<file path="config.mk">
export PLATFORM = sky130hd
export DESIGN_NAME = clock_mode_ctrl
export DESIGN_NICKNAME = d
export VERILOG_FILES = /design/src/rtl/clock_pkg.sv /design/src/rtl/mod_n_counter.sv /design/src/rtl/clock_mode_ctrl.sv
export SDC_FILE = /design/constraint.sdc
export NUM_CORES = 1
export LEC_CHECK = 0
export BUFFER_PORTS_ARGS = -buffer_cell sky130_fd_sc_hd__buf_2
export CORE_MARGIN = 4
export CORE_UTILIZATION = 55
export CTS_BUF_LIST = sky130_fd_sc_hd__clkbuf_8
export CTS_CLUSTER_SIZE = 10
export DETAILED_ROUTE_END_ITERATION = 8
export GPL_ROUTABILITY_DRIVEN = 0
export PLACE_DENSITY = 0.81
export RECOVER_POWER = 50
export SLEW_MARGIN = 30
export SYNTH_ARGS = -nofsm -noshare
export SYNTH_HDL_FRONTEND = slang
export SYNTH_SLANG_ARGS = --single-unit
</file>
<file path="constraint.sdc">
create_clock -name mclk -period 2.1 [get_ports mclk]
set_input_delay 0 -clock mclk [delete_from_list [all_inputs] [get_ports mclk]]
set_output_delay 0 -clock mclk [all_outputs]
set_load 0.02 [all_outputs]
</file>
<file path="src/rtl/clock_pkg.sv">
// Shared definitions for the time-of-day sequencer: mode encodings and field widths.
package clock_pkg;

    typedef enum logic [1:0] {
        MODE_RUN     = 2'd0,
        MODE_SET_HR  = 2'd1,
        MODE_SET_MIN = 2'd2
    } mode_t;

    localparam int SEC_MAX = 60;
    localparam int SEC_W   = 6;
    localparam int HOUR_W  = 5;

    // True for either of the two user-adjust states.
    function automatic logic isSetMode(input mode_t m);
        return (m == MODE_SET_HR) || (m == MODE_SET_MIN);
    endfunction

endpackage

</file>
<file path="src/rtl/mod_n_counter.sv">
// Modulo-N counter with clear priority over enable and a combinational wrap carry.
module mod_n_counter #(
    parameter int N = 60,
    parameter int W = 6
) (
    input  logic         mclk,
    input  logic         reset,
    input  logic         en,
    input  logic         clr,
    output logic [W-1:0] q,
    output logic         carry
);

    localparam logic [W-1:0] LAST = W'(N - 1);

    // Count register: clear beats enable, wraps from N-1 back to zero.
    always_ff @(posedge mclk or posedge reset) begin
        if (reset) begin
            q <= '0;
        end else if (clr) begin
            q <= '0;
        end else if (en) begin
            q <= (q == LAST) ? '0 : q + 1'b1;
        end
    end

    assign carry = en & (q == LAST);

endmodule

</file>
<file path="src/rtl/clock_mode_ctrl.sv">
// Time-of-day sequencer: chained sec/min/hour counters plus a two-button set-mode FSM.
// Optional field blinking in the set states is built when CLOCK_MODE_CTRL_BLINK_EN is defined.
module clock_mode_ctrl
    import clock_pkg::*;
#(
    parameter int HOUR_MAX = 24
) (
    input  logic              mclk,
    input  logic              reset,
    input  logic              tick_1s,
    input  logic              btn_mode,
    input  logic              btn_inc,
    output logic [SEC_W-1:0]  sec,
    output logic [SEC_W-1:0]  min,
    output logic [HOUR_W-1:0] hour,
    output logic [1:0]        mode,
    output logic [2:0]        blank
);

    mode_t r_state;
    mode_t w_nextState;
    logic  r_modeQ;
    logic  r_incQ;
    logic  w_modeEdge;
    logic  w_incEdge;
    logic  w_secEn;
    logic  w_secClr;
    logic  w_minEn;
    logic  w_hourEn;
    logic  w_secCarry;
    logic  w_minCarry;
    logic  w_hourCarryUnused;

    assign w_modeEdge = btn_mode & ~r_modeQ;
    assign w_incEdge  = btn_inc & ~r_incQ;

    // Button history so each press produces exactly one action however long it is held.
    always_ff @(posedge mclk or posedge reset) begin
        if (reset) begin
            r_modeQ <= 1'b0;
            r_incQ  <= 1'b0;
        end else begin
            r_modeQ <= btn_mode;
            r_incQ  <= btn_inc;
        end
    end

    // Mode state register.
    always_ff @(posedge mclk or posedge reset) begin
        if (reset) begin
            r_state <= MODE_RUN;
        end else begin
            r_state <= w_nextState;
        end
    end

    // Next-state and counter controls; a mode press always wins over an increment press.
    always_comb begin
        w_nextState = r_state;
        w_secEn     = 1'b0;
        w_secClr    = 1'b0;
        w_minEn     = 1'b0;
        w_hourEn    = 1'b0;
        case (r_state)
            MODE_RUN: begin
                w_secEn  = tick_1s;
                w_minEn  = w_secCarry;
                w_hourEn = w_minCarry;
                if (w_modeEdge) begin
                    w_nextState = MODE_SET_HR;
                end
            end
            MODE_SET_HR: begin
                if (w_modeEdge) begin
                    w_nextState = MODE_SET_MIN;
                end else begin
                    w_hourEn = w_incEdge;
                end
            end
            MODE_SET_MIN: begin
                if (w_modeEdge) begin
                    w_nextState = MODE_RUN;
                    w_secClr    = 1'b1;
                end else begin
                    w_minEn = w_incEdge;
                end
            end
            default: begin
                w_nextState = MODE_RUN;
            end
        endcase
    end

    mod_n_counter #(.N(SEC_MAX), .W(SEC_W)) u_secCounter (
        .mclk  (mclk),
        .reset (reset),
        .en    (w_secEn),
        .clr   (w_secClr),
        .q     (sec),
        .carry (w_secCarry)
    );

    mod_n_counter #(.N(SEC_MAX), .W(SEC_W)) u_minCounter (
        .mclk  (mclk),
        .reset (reset),
        .en    (w_minEn),
        .clr   (1'b0),
        .q     (min),
        .carry (w_minCarry)
    );

    mod_n_counter #(.N(HOUR_MAX), .W(HOUR_W)) u_hourCounter (
        .mclk  (mclk),
        .reset (reset),
        .en    (w_hourEn),
        .clr   (1'b0),
        .q     (hour),
        .carry (w_hourCarryUnused)
    );

    assign mode = r_state;

`ifdef CLOCK_MODE_CTRL_BLINK_EN
    logic r_blinkPh;

    // Blink phase: held low in RUN, toggles per second while setting, forced visible on an increment.
    always_ff @(posedge mclk or posedge reset) begin
        if (reset) begin
            r_blinkPh <= 1'b0;
        end else if ((r_state == MODE_RUN) || (w_nextState == MODE_RUN)) begin
            r_blinkPh <= 1'b0;
        end else if (w_incEdge) begin
            r_blinkPh <= 1'b0;
        end else if (tick_1s && isSetMode(r_state)) begin
            r_blinkPh <= ~r_blinkPh;
        end
    end

    assign blank = {(r_state == MODE_SET_HR) & r_blinkPh,
                    (r_state == MODE_SET_MIN) & r_blinkPh,
                    1'b0};
`else
    assign blank = 3'b000;
`endif

endmodule
</file>
==> impl_metrics.toml <==
[final_layout]
syn2layout_area_growth_pct = 17.4
nFillCells = 171
n_antenna_cell = 0
layout.nets = 152
layout-drive-gt1-share = 0.140

[route]
first_iter_violations = 17
dr.pass1.iters = 4
drt-total-wl_mm = 2.53
drc = 0
via_per_inst = 5.69
route.vias.total = 967
wire_per_inst_um = 14.9
antenna_left = 0

[synth]
synthFlopType = "dfrtp_1"
netlist_top_cells_count = "dfrtp_1, nor2_1, nand2_1"
ys_seq_elements = 21
yosysSeqAreaShare = 0.452
synth_top_area_frac = 0.452
syn_avg_cell_area_um2 = 10.4
syn_inst = 112
yosysUniqueCellTypes = 40
synth-edff-count = 0
ys_warn_count = 0
async_flop_share = 1.00
synth_largest_area_cell = "dfrtp_1"
ys_top_cells_by_area = "dfrtp_1, mux2_2, nor2_1, ha_1, nand3b_1"
synth_area_mm2 = 0.00116
yosys.cell_count.top_type = "dfrtp_1"

[critical_path]
rr_startpoint = "u_secCounter.q[0]"
worstPathMaxFanout = 6
r2r_slack_ns = 0.16
cp-endpoint = "u_minCounter.q[5]"
ff2ff_path_depth = 6
crit_start = "u_secCounter.q[0]"
reg2reg_to = "u_minCounter.q[5]"
start_kind = "register"
critPathArrivalTime_ns = 2.09
crit_type = "register to register"
end_kind = "register"
cp.required_ns = 2.25

[cts]
numCtsBuffers = 3
cts_resized = 0
cts_tree = "yes"
cts-htree-levels = 1
clockBufferDepth = 2
postCtsSetupBuffers = 0
clockRootBuffer = "clkbuf_8"
clk_latency_ns = 0.26
clock-sinks = 21
clkTransAtPathRegs_ns = 0.08

[sta]
finalSetupTns_ns = 0
rsz0062_at_grt = "false"
max_freq_ghz = 0.517
drv_slew = 0
finalSetupViolations = 0
post-route-period-util = 0.922
hold_viol_final = 0
period_minus_slack_ns = 1.94
worst_pin_slew_ns = 0.820
skew_ns = 0.00308
relSlewSlack = 0.453

[run_status]
outcome = "complete, no violations"

[floorplan]
die_w_um = 54.0
start_util = 0.586
chipHeight_um = 54.0
core_mm2 = 0.00198
std_cell_rows = 16
io_pins = 27
dieArea_mm2 = 0.00291

[global_route]
grt_max_degree = 22
grt_pass1_vias = 928
grt_pass1_wl_mm = 4.02
grt_overflow = 0
antenna_found_initial = 0
grt_usage = 0.192

[power_and_ir_drop]
power_density_mw_per_mm2 = 1190
p_total_uw = 1620
ir_worst_vdd_v = 0.000844
leakagePower_uw = 0.000584

[run]
cap_violations = 0

[placed_design]
io_buffers = 23
dp_hpwl_mm = 1.82

[worst_hold_path]
min_path_type = "input port to register"
[flip-flops by register name, indices dropped and copies added (netlist names)]
signal           flops
u_minCounter.q       6
u_secCounter.q       6
u_hourCounter.q      5
mode                 2
r_incQ               1
r_modeQ              1
[layout make-up]
cell class,instances,area [um^2],share of cell area
tap,27,33.8,0.0247
clock buffer,3,41.3,0.0302
clock inverter,1,3.75,0.00275
sequential,21,526,0.385
timing repair buffer,30,149,0.109
inverter,3,11.3,0.00825
multi-input combinational,85,601,0.440
[power breakdown]
| group | switching (uW) | leakage (uW) | internal (uW) |
|---|---|---|---|
| Sequential | 168 | 0.000265 | 525 |
| Clock | 127 | 0.0000269 | 130 |
| Combinational | 409 | 0.000292 | 259 |
| Total | 705 | 0.000584 | 915 |
[per-stage QoR]
stage                     setup slack (ns)  instance area, um^2  hold slack [ns]  utilization  cells
final                                0.164                 1370            0.346        0.689    170
after global routing                0.0534                 1370            0.360        0.689    170
after CTS                            0.190                 1390            0.325        0.702    170
after detailed placement             0.210                 1320            0.139        0.664    163
after global placement               0.287                 1320            0.145        0.664    163
after floorplan                      0.202                 1170          -0.0235            -    114
[cell usage in the layout, fill, tap and decap left out, types with 2 or more instances in the layout]
cell type | Yosys | layout
a21o_1 | 2 | 2
a21oi_1 | 3 | 3
a22o_1 | 2 | 2
a31oi_1 | 2 | 2
a41oi_1 | 2 | 2
buf_2 | 2 | 2
buf_4 | 3 | 4
clkbuf_1 | 0 | 21
clkbuf_8 | 0 | 3
conb_1 | 1 | 3
dfrtp_1 | 21 | 21
dlygate4sd3_1 | 0 | 3
ha_1 | 3 | 3
inv_1 | 3 | 4
mux2_2 | 5 | 5
mux2i_1 | 2 | 2
nand2_1 | 8 | 8
nand2b_1 | 2 | 2
nand3_1 | 2 | 2
nand3b_1 | 5 | 5
nand4b_1 | 2 | 2
nor2_1 | 13 | 13
nor4b_1 | 2 | 2
o2111ai_1 | 2 | 2
o21ai_0 | 3 | 3
o2bb2ai_1 | 2 | 2
or2b_1 | 2 | 2
xnor2_1 | 2 | 2
xor2_1 | 2 | 2
[critical path, cell delays in order (launching register included)]
cell and delay (ns):
dfrtp_1 0.44, ha_1 0.24, nand2_1 0.10, or3_4 0.39, a21oi_4 0.25, o2111ai_1 0.16, a22o_1 0.25
[how the worst min path moves through the flow]
stage               slack [ns]     from  depth (start not counted)            endpoint
global placement          0.14  btn_inc                          1              r_incQ
detailed placement        0.14  btn_inc                          1              r_incQ
CTS                       0.32  tick_1s                          4   u_secCounter.q[2]
global route              0.36  tick_1s                          5   u_secCounter.q[0]
floorplan                -0.02    reset                          1             mode[0]
finish                    0.35  tick_1s                          4  u_hourCounter.q[2]
[metal layers]
metal | track usage | share of wire | wire, um | vias up
met5 | 0 | 0 | 0 | -
met4 | 0.0913 | 0.0055 | 14 | 0
met2 | 0.319 | 0.49 | 1250 | 33
li1 | - | - | - | 464
met1 | 0.244 | 0.45 | 1130 | 466
met3 | 0.0277 | 0.056 | 141 | 4
[repair_timing]
item                                   4_1_cts  5_1_grt
hold buffers                                 3        0
endpoints found under the hold margin       23        0
setup endpoints to repair                    0        0
[kinds of logic (layout without fill, tap and decap cells)]
family	after synthesis	count (layout)	synth area share
simple gates	45	45	0.222
buf+inv	8	37	0.0377
flops	21	21	0.452
mux	8	8	0.0786
other cells	1	3	0.00323
fa+ha+maj	3	3	0.0323
compound gates	22	22	0.144
xor+xnor	4	4	0.0301
Note: power is estimated with default switching activity, not from simulation.
